===== src/rtl/clk_out_monitor.sv =====
// clk_out_monitor: frequency and duty-cycle monitor for a divided clock.
// The divided clock is sampled as data in the sys_clk domain; each period and
// high time is measured in sys_clk cycles and checked against EXP_PERIOD.
// Ports:
//   sys_clk, sys_rst  - system clock, synchronous active-high reset
//   clk_in            - divided clock under test (asynchronous data)
//   meas_en           - monitor enable, low returns to idle
//   err_clr           - pulse clearing the sticky error flags
//   period, high_time - last measured period / high time (sys_clk cycles)
//   meas_valid        - one-cycle pulse when period/high_time update
//   locked            - LOCK_CNT consecutive good measurements seen
//   err_period, err_duty, err_stuck - sticky error flags
module clk_out_monitor #(
  parameter int unsigned EXP_PERIOD = 7,
  parameter int unsigned CNT_W      = 8,
  parameter int unsigned LOCK_CNT   = 4,
  parameter int unsigned TIMEOUT    = 64
) (
  input  logic             sys_clk,
  input  logic             sys_rst,
  input  logic             clk_in,
  input  logic             meas_en,
  input  logic             err_clr,
  output logic [CNT_W-1:0] period,
  output logic [CNT_W-1:0] high_time,
  output logic             meas_valid,
  output logic             locked,
  output logic             err_period,
  output logic             err_duty,
  output logic             err_stuck
);

  localparam int unsigned GOOD_W = $clog2(LOCK_CNT + 1);

  localparam logic [CNT_W-1:0]  CNT_MAX  = {CNT_W{1'b1}};
  localparam logic [CNT_W-1:0]  EXP_P    = CNT_W'(EXP_PERIOD);
  localparam logic [CNT_W-1:0]  HI_LO    = CNT_W'(EXP_PERIOD >> 1);
  localparam logic [CNT_W-1:0]  HI_HI    = CNT_W'((EXP_PERIOD + 1) >> 1);
  localparam logic [CNT_W-1:0]  TMO      = CNT_W'(TIMEOUT);
  localparam logic [GOOD_W-1:0] GOOD_MAX = GOOD_W'(LOCK_CNT);

  typedef enum logic [1:0] {
    ST_IDLE      = 2'd0,
    ST_WAIT_EDGE = 2'd1,
    ST_MEASURE   = 2'd2
  } state_t;

  // Registers
  logic              r_s1, r_s2, r_s3;
  state_t            r_state;
  logic [CNT_W-1:0]  r_per_cnt;
  logic [CNT_W-1:0]  r_hi_cnt;
  logic [GOOD_W-1:0] r_good_cnt;
  logic [CNT_W-1:0]  r_period;
  logic [CNT_W-1:0]  r_high_time;
  logic              r_meas_valid;
  logic              r_locked;
  logic              r_err_period;
  logic              r_err_duty;
  logic              r_err_stuck;

  // Next-state / next-value wires
  state_t            w_state_nxt;
  logic [CNT_W-1:0]  w_per_cnt_nxt;
  logic [CNT_W-1:0]  w_hi_cnt_nxt;
  logic [GOOD_W-1:0] w_good_cnt_nxt;
  logic [CNT_W-1:0]  w_period_nxt;
  logic [CNT_W-1:0]  w_high_time_nxt;
  logic              w_meas_valid_nxt;
  logic              w_locked_nxt;
  logic              w_err_period_nxt;
  logic              w_err_duty_nxt;
  logic              w_err_stuck_nxt;
  logic              w_set_period;
  logic              w_set_duty;
  logic              w_set_stuck;

  // Edge detect and saturating increments
  logic             w_rise;
  logic [CNT_W-1:0] w_per_inc;
  logic [CNT_W-1:0] w_hi_inc;
  logic             w_per_good;
  logic             w_duty_good;
  logic             w_timeout;

  assign w_rise      = r_s2 & ~r_s3;
  assign w_per_inc   = (r_per_cnt == CNT_MAX) ? r_per_cnt : r_per_cnt + CNT_W'(1);
  assign w_hi_inc    = (r_hi_cnt == CNT_MAX) ? r_hi_cnt : r_hi_cnt + CNT_W'(1);
  assign w_per_good  = (r_per_cnt == EXP_P);
  // +/- half-cycle window absorbs the half-cycle edge of odd-ratio dividers
  assign w_duty_good = (r_hi_cnt == HI_LO) || (r_hi_cnt == HI_HI);
  // per_cnt saturates, so a dead input keeps re-triggering after a clear
  assign w_timeout   = (r_per_cnt >= TMO);

  // Next-state and datapath update
  always_comb begin
    w_state_nxt      = r_state;
    w_per_cnt_nxt    = r_per_cnt;
    w_hi_cnt_nxt     = r_hi_cnt;
    w_good_cnt_nxt   = r_good_cnt;
    w_period_nxt     = r_period;
    w_high_time_nxt  = r_high_time;
    w_meas_valid_nxt = 1'b0;
    w_set_period     = 1'b0;
    w_set_duty       = 1'b0;
    w_set_stuck      = 1'b0;

    if (!meas_en) begin
      w_state_nxt    = ST_IDLE;
      w_per_cnt_nxt  = '0;
      w_hi_cnt_nxt   = '0;
      w_good_cnt_nxt = '0;
    end else begin
      case (r_state)
        ST_IDLE: begin
          w_state_nxt    = ST_WAIT_EDGE;
          w_per_cnt_nxt  = '0;
          w_hi_cnt_nxt   = '0;
          w_good_cnt_nxt = '0;
        end
        ST_WAIT_EDGE, ST_MEASURE: begin
          if (w_rise) begin
            w_per_cnt_nxt = CNT_W'(1);
            w_hi_cnt_nxt  = CNT_W'(1);
            if (r_state == ST_MEASURE) begin
              w_period_nxt     = r_per_cnt;
              w_high_time_nxt  = r_hi_cnt;
              w_meas_valid_nxt = 1'b1;
              if (w_per_good && w_duty_good) begin
                if (r_good_cnt != GOOD_MAX) begin
                  w_good_cnt_nxt = r_good_cnt + GOOD_W'(1);
                end
              end else begin
                w_good_cnt_nxt = '0;
                w_set_period   = ~w_per_good;
                w_set_duty     = ~w_duty_good;
              end
            end else begin
              // first edge only opens the window; partial period discarded
              w_state_nxt = ST_MEASURE;
            end
          end else begin
            w_per_cnt_nxt = w_per_inc;
            if (r_s2) begin
              w_hi_cnt_nxt = w_hi_inc;
            end
            if (w_timeout) begin
              w_set_stuck    = 1'b1;
              w_good_cnt_nxt = '0;
              w_state_nxt    = ST_WAIT_EDGE;
            end
          end
        end
        default: begin
          w_state_nxt = ST_IDLE;
        end
      endcase
    end

    w_locked_nxt     = (w_good_cnt_nxt == GOOD_MAX);
    // set wins over a simultaneous clear
    w_err_period_nxt = (r_err_period & ~err_clr) | w_set_period;
    w_err_duty_nxt   = (r_err_duty & ~err_clr) | w_set_duty;
    w_err_stuck_nxt  = (r_err_stuck & ~err_clr) | w_set_stuck;
  end

  // State and datapath registers
  always_ff @(posedge sys_clk) begin
    if (sys_rst) begin
      r_s1         <= 1'b0;
      r_s2         <= 1'b0;
      r_s3         <= 1'b0;
      r_state      <= ST_IDLE;
      r_per_cnt    <= '0;
      r_hi_cnt     <= '0;
      r_good_cnt   <= '0;
      r_period     <= '0;
      r_high_time  <= '0;
      r_meas_valid <= 1'b0;
      r_locked     <= 1'b0;
      r_err_period <= 1'b0;
      r_err_duty   <= 1'b0;
      r_err_stuck  <= 1'b0;
    end else begin
      r_s1         <= clk_in;
      r_s2         <= r_s1;
      r_s3         <= r_s2;
      r_state      <= w_state_nxt;
      r_per_cnt    <= w_per_cnt_nxt;
      r_hi_cnt     <= w_hi_cnt_nxt;
      r_good_cnt   <= w_good_cnt_nxt;
      r_period     <= w_period_nxt;
      r_high_time  <= w_high_time_nxt;
      r_meas_valid <= w_meas_valid_nxt;
      r_locked     <= w_locked_nxt;
      r_err_period <= w_err_period_nxt;
      r_err_duty   <= w_err_duty_nxt;
      r_err_stuck  <= w_err_stuck_nxt;
    end
  end

  assign period     = r_period;
  assign high_time  = r_high_time;
  assign meas_valid = r_meas_valid;
  assign locked     = r_locked;
  assign err_period = r_err_period;
  assign err_duty   = r_err_duty;
  assign err_stuck  = r_err_stuck;

endmodule

===== config.mk =====
export PLATFORM = sky130hd
export DESIGN_NAME = clk_out_monitor
export DESIGN_NICKNAME = d
export VERILOG_FILES = /design/src/rtl/clk_out_monitor.sv
export SDC_FILE = /design/constraint.sdc
export NUM_CORES = 1
export LEC_CHECK = 0
export BUFFER_PORTS_ARGS = -buffer_cell sky130_fd_sc_hd__buf_2
export CAP_MARGIN = 0
export CORE_MARGIN = 10
export CORE_UTILIZATION = 54
export CTS_BUF_LIST = sky130_fd_sc_hd__clkbuf_4 sky130_fd_sc_hd__clkbuf_8
export DETAILED_ROUTE_END_ITERATION = 12
export GPL_ROUTABILITY_DRIVEN = 0
export PLACE_DENSITY_LB_ADDON = 0.3
export SYNTH_ARGS = -nofsm -noshare
export SYNTH_HDL_FRONTEND = slang
export SYNTH_SLANG_ARGS = --single-unit

===== constraint.sdc =====
create_clock -name sys_clk -period 1.74 [get_ports sys_clk]
set_clock_uncertainty 0.1 [all_clocks]
set_input_delay 0.087 -clock sys_clk [delete_from_list [all_inputs] [get_ports sys_clk]]
set_output_delay 0.087 -clock sys_clk [all_outputs]
set_load 0.1 [all_outputs]

After elaboration in Yosys (flattened, before gate mapping)
Cells that the tools add are included.

Add/sub/neg operators: 3. Muxes and demuxes: 33. Reductions and logical operators: 11. Magnitude comparators: 1. Eq/ne operators: 14. Bitwise gates (word level): 14.

Operators with widths (count): two-way mux 8 bit (5); case mux 8 bit (2 select lines) (2); two-way mux 3 bit (6); inequality test 3 bit (second input constant) (6); adder 8 x 1 -> 8 bit (second input constant) (2); equality test 8 x 3 -> 1 bit (second input constant) (2); equality test 8 bit (second input constant) (2); two-way mux 1 bit (15); equality test 8 x 2 -> 1 bit (second input constant) (1); >= comparator 8 x 7 -> 1 bit (second input constant) (1); inverter 1 bit (7); two-way mux 2 bit (3); case mux 3 bit (2 select lines) (1); bitwise AND 1 bit (4); case mux 2 bit (2 select lines) (1); AND reduction 2 bit (2); AND reduction 4 bit (1); OR reduction 2 bit (2); OR reduction 4 bit (1); adder 3 x 1 -> 3 bit (second input constant) (1); equality test 3 bit (second input constant) (1); bitwise OR 1 bit (3); AND reduction 3 bit (1); equality test 2 x 1 -> 1 bit (second input constant) (1); other kinds (5) (5).

Register bits after elaboration: 45. Word-level logic and storage cells: 90.

Longest topological paths before layout
Depth after elaboration: 9. Mapped depth: 8.

Worst setup path after synthesis
OpenSTA, ideal clock, no wires.

Path type: reg2reg. Start point: register r_state[0]. End point: register r_locked, in the netlist locked. Clock period less this slack: 1.906 ns. Path buffers: 1. Slack: -0.166 ns. Library setup time: 0.087 ns. Data arrival time: 1.720 ns. Stages on the path, launching flop included: 8. Path through: dfxtp_1 -> inv_1 -> ha_1 -> clkbuf_8 -> nand2_1 -> o221ai_1 -> a32o_1 -> nor4b_4.

Word-level cells in the longest chain between the ends: 6. Elaborated cells on any way between the ends: 9. Classes of those cells: 3 x eq/ne; 4 x mux; 2 x reduce/logical.

RTL lines: start: declaration (RTL line 50) `state_t r_state;`; start signal: assignment (RTL line 188) `r_state <= w_state_nxt;`; equality test 2 bit (RTL line 114, 125); two-way mux 3 bit (RTL line 125) `if (r_state == ST_MEASURE) begin`; two-way mux 3 bit (RTL line 122) `if (w_rise) begin`; case mux 3 bit (2 select lines) * (RTL line 114) `case (r_state)`; two-way mux 3 bit * (RTL line 108) `if (!meas_en) begin`; equality test 3 bit * (RTL line 160) `w_locked_nxt = (w_good_cnt_nxt == GOOD_MAX);`; end signal: assignment (RTL line 195) `r_locked <= w_locked_nxt;`; end: declaration (RTL line 57) `logic r_locked;`.

Every way passes the cells marked *; elsewhere a longest branch is shown, timed or not. A chain may end at the register's enable or synchronous reset.

Worst setup path after layout
Start point: register r_state[0]. End point: register r_hi_cnt[2].

Word-level cells in the longest chain between the ends: 4. Elaborated cells on any way between the ends: 9. Classes of those cells: 4 x eq/ne; 1 x mux; 4 x reduce/logical.

RTL lines: equality test 2 bit / equality test 2 x 1 -> 1 bit (equally long branches) (RTL line 114); OR reduction 2 bit (RTL line 114); inequality test 3 bit (no source line) / nonzero test 2 bit (equally long branches); AND reduction 3 bit (no source line); end signal: assignment (RTL line 190) `r_hi_cnt <= w_hi_cnt_nxt;`; end: declaration (RTL line 52) `logic [CNT_W-1:0] r_hi_cnt;`.

Several ways; a longest one is shown, not always the timed one.

==> results by group <==
Run status
  – Failing checks: setup timing
  – Outcome: finished, violations left

Logic synthesis
  – Top cell type's share of synthesized area: 43.35%
  – Main combinational cell family by area after synthesis: simple AND/OR/NAND/NOR gates
  – Mux contribution to synthesized area: 1.987%
  – Mapped Area: 2078 um2
  – Compound-cell area share of the yosys netlist: 14.87%
  – Register area share after synthesis: 43.35%
  – Number of distinct library cells after synthesis: 43
  – Synth warn: 0
  – Syn_nets: 256
  – Post-Synth XOR/XNOR Area: 2.950%
  – Mapped Cells: 242
  – Most common cell in the netlist: dfxtp_1
  – Synth top area cells: dfxtp_1 43%, nand2_1 7.8%, a21oi_1 6.3%
  – Seq cells post-synth: 45
  – Dominant cell type by area after synthesis: dfxtp_1
  – Top post-synthesis cells by count: 45 x dfxtp_1, 43 x nand2_1, 26 x a21oi_1, 18 x nor2_1, 11 x nand3_1
  – Avg Cell Area, Syn: approximately 8.6 um2
  – Adder-cell share of the synthesized area: 5.418%
  – Predominant post-synthesis flop cell: dfxtp_1
  – Post-synth EDFFs: 0
  – Simple-Gate Fraction of Synth Area: 27.15%
  – Ys async rst share: 0%

Floorplan
  – Vert. Die Dim: 82.04 um
  – Die width: 82.04 um
  – Num rows: 22
  – Overall die area: 6730 um2
  – Initial core utilization: 56.34%
  – Placeable Area: 3689 um2
  – I/O pin cnt: 26

Layout
  – Post-layout nets: around 330
  – Multi-input logic area: between 1000 and 1500 um2
  – Finished Layout Cells: 360
  – Filler cell count: 259
  – Share of layout cells above drive strength 1: 39.42%
  – Sequential cell area: 905.9 um2
  – Antenna Cells: 0
  – Layout area overhead: 35.16%
  – Final Core Density: 76.15%

Timing
  – Hold_ws: 38.83 ps
  – Final period utilization: 104.5%
  – Fmax: 0.5498 GHz
  – Worst Tran Pin Value: approximately 500 ps
  – Relative slew slack: 67.39%
  – Hold violation total from the final report: 0
  – PnR worst setup slack: -78.96 ps
  – Fin. max-slew vios: 0
  – RSZ-0062 raised after global routing: true
  – Min Clock Period, post-route: 1819 ps
  – Setup-failing EPs final: 4

Place
  – Detail Placement HPWL: 3794 um
  – Buffers added on ports: 25
  – # placed instances: 344

Worst setup path
  – R2R depth: 8
  – Critical Path Sink Type: flip-flop
  – Critical Path AT: 1920 ps
  – Critical path class: flip-flop to flip-flop
  – CP required: 1840 ps
  – Maximum fanout along the worst path: 5
  – CP Launch Type: flip-flop

CTS
  – TritonCTS Sinks: 45
  – Root buf cell: clkbuf_8
  – Skew-Pair Late Insertion Delay: about 300 ps
  – Clock Path Buffers: 2
  – H-tree levels: 2
  – Cts bufs inserted: 5
  – Clock edge transition at the registers on the reported setup and hold paths: 90 ps
  – CTS tree: built

Route
  – Metal1 wirelength: between 2000 and 2500 um
  – # DRC: 0
  – Metal3 WL: 428 um
  – ANT nets after route: 0
  – First-pass DRT Iterations: 4
  – Vias per std cell: about 5.5
  – WL final: around 5500 um
  – Top routing layer in use: met4
  – Wire per inst: 15.28 um
  – Vias post-DR: around 2000
  – DRT iter0 DRCs: 182
  – Routed wl met2: about 2600 um

GRT
  – Initial antenna violation count: 0
  – Vias in the first global route: 1890
  – GRT Total Usage: 16.75%
  – First-pass GRT wire length: 8845 um
  – Largest net degree at the start of global routing: 20
  – Total gr overflow: 0

Pwr
  – Pwr Total: 1.868 mW
  – Clk pwr share: between 30% and 40%
  – Psw: 0.4679 mW
  – Leakage: 1.197 nW
  – Pwr Density: 665.0 nW/um2
  – Switching part of the total: 25.05%
  – Internal Dissipation: 1.400 mW
  – Peak supply drop: 0.0004220 V
  – Logic pwr share: 8.8%
  – Reg power frac: 55.7%

Min path
  – Min-Delay Path Depth: 3
  – Worst hold path class: primary input to flip-flop

Flow run
  – Max Cap Viol: 0
==> per-stage QoR <==
stage | cell area, um2 | setup WS [ps] | setup TNS (ps)
3_3_place_gp | 2531 | -52.85 | -158.8
6_report | 2809 | -78.96 | -187.4
2_1_floorplan | 2110 | -42.21 | -42.21
5_1_grt | 2809 | -141.5 | -570.1
3_5_place_dp | 2531 | -80.15 | -324.5
4_1_cts | 2705 | -60.78 | -230.3
==> cells by family after synthesis <==
logic type,after synthesis
simple gates,108
compound gates,51
flops,45
buf+inv,18
fa+ha+maj,9
xor+xnor,7
mux,4
==> cell usage in the layout (no fill, tap or decap), types with 3 or more instances in the layout <==
| cell type | synthesis | layout |
|---|---|---|
| inv_2 | 0 | 3 |
| dfxtp_1 | 45 | 41 |
| buf_2 | 1 | 26 |
| buf_6 | 0 | 4 |
| and3_1 | 5 | 5 |
| xor2_1 | 7 | 7 |
| nor2b_1 | 4 | 3 |
| nand4_1 | 5 | 5 |
| ha_1 | 9 | 6 |
| nand2_1 | 43 | 38 |
| a21oi_1 | 26 | 24 |
| o21ai_2 | 0 | 3 |
| clkbuf_8 | 2 | 5 |
| dfxtp_2 | 0 | 4 |
| nor2_1 | 18 | 17 |
| inv_1 | 10 | 7 |
| o211ai_1 | 3 | 3 |
| nand2_2 | 0 | 5 |
| and3_2 | 3 | 3 |
| nand3_1 | 11 | 9 |
| buf_4 | 0 | 38 |
| o21ai_0 | 8 | 5 |
==> critical path: stages, from the launching register on <==
cell	delay, ps
dfxtp_2	340
inv_2	50
ha_4	280
and2_4	140
nand4_1	120
buf_4	170
o211ai_1	200
xor2_1	230
nor2_1	80
==> layer usage <==
| layer | GRT usage, % | up-vias |
|---|---|---|
| li1 | - | 980 |
| met1 | 21.83 | 936 |
| met2 | 26.18 | 61 |
| met3 | 4.476 | 8 |
| met4 | 5.612 | 0 |
| met5 | 0 | - |
==> power by group through the flow <==
stage / logic [mW] / registers (mW) / clock network [mW]
6_report: 0.164 / 1.04 / 0.664
5_1_grt: 0.177 / 1.04 / 0.722
4_1_cts: 0.135 / 1.04 / 0.677
3_5_place_dp: 0.122 / 1.06 / 0
3_3_place_gp: 0.120 / 1.06 / 0
2_1_floorplan: 0.0758 / 1.06 / 0
==> area by class of cell <==
cell class / count / share of cell area (%)
multi-input combinational: 179 / 43.61
timing repair buffer: 70 / 17.46
clock inverter: 3 / 0.7572
clock buffer: 5 / 2.450
inverter: 10 / 1.336
tap: 48 / 2.138
sequential: 45 / 32.25
==> flip-flops by register name (all words and copies together) (netlist names) <==
signal,count
err_duty,1
err_period,1
err_stuck,1
high_time,8
locked,1
meas_valid,1
period,8
r_good_cnt,3
r_hi_cnt,8
r_per_cnt,8
r_s1,1
r_s2,1
r_s3,1
r_state,2
==> final timing paths <==
check / to / slack (ps) / startpoint
max reg2reg: r_hi_cnt[2]$_SDFFE_PP0P_ / -80 / r_state[0]$_SDFFE_PP0P_
max: r_hi_cnt[2]$_SDFFE_PP0P_ / -80 / r_state[0]$_SDFFE_PP0P_
min reg2reg: period[3]$_SDFFE_PP0P_ / 360 / period[3]$_SDFFE_PP0P_
min: err_duty$_SDFF_PP0_ / 40 / err_clr
==> what timing repair did <==
| item | 4_1_cts | 5_1_grt |
|---|---|---|
| gates cloned | 0 | 1 |
| buffers inserted | 5 | 3 |
| endpoints found under the hold margin | 1 | 0 |
| hold buffers | 1 | 0 |
| setup endpoints to repair | 8 | 20 |
| pin swaps | 11 | 12 |
| gates resized for setup | 12 | 26 |
No activity file was read; power rests on OpenSTA's default activity.
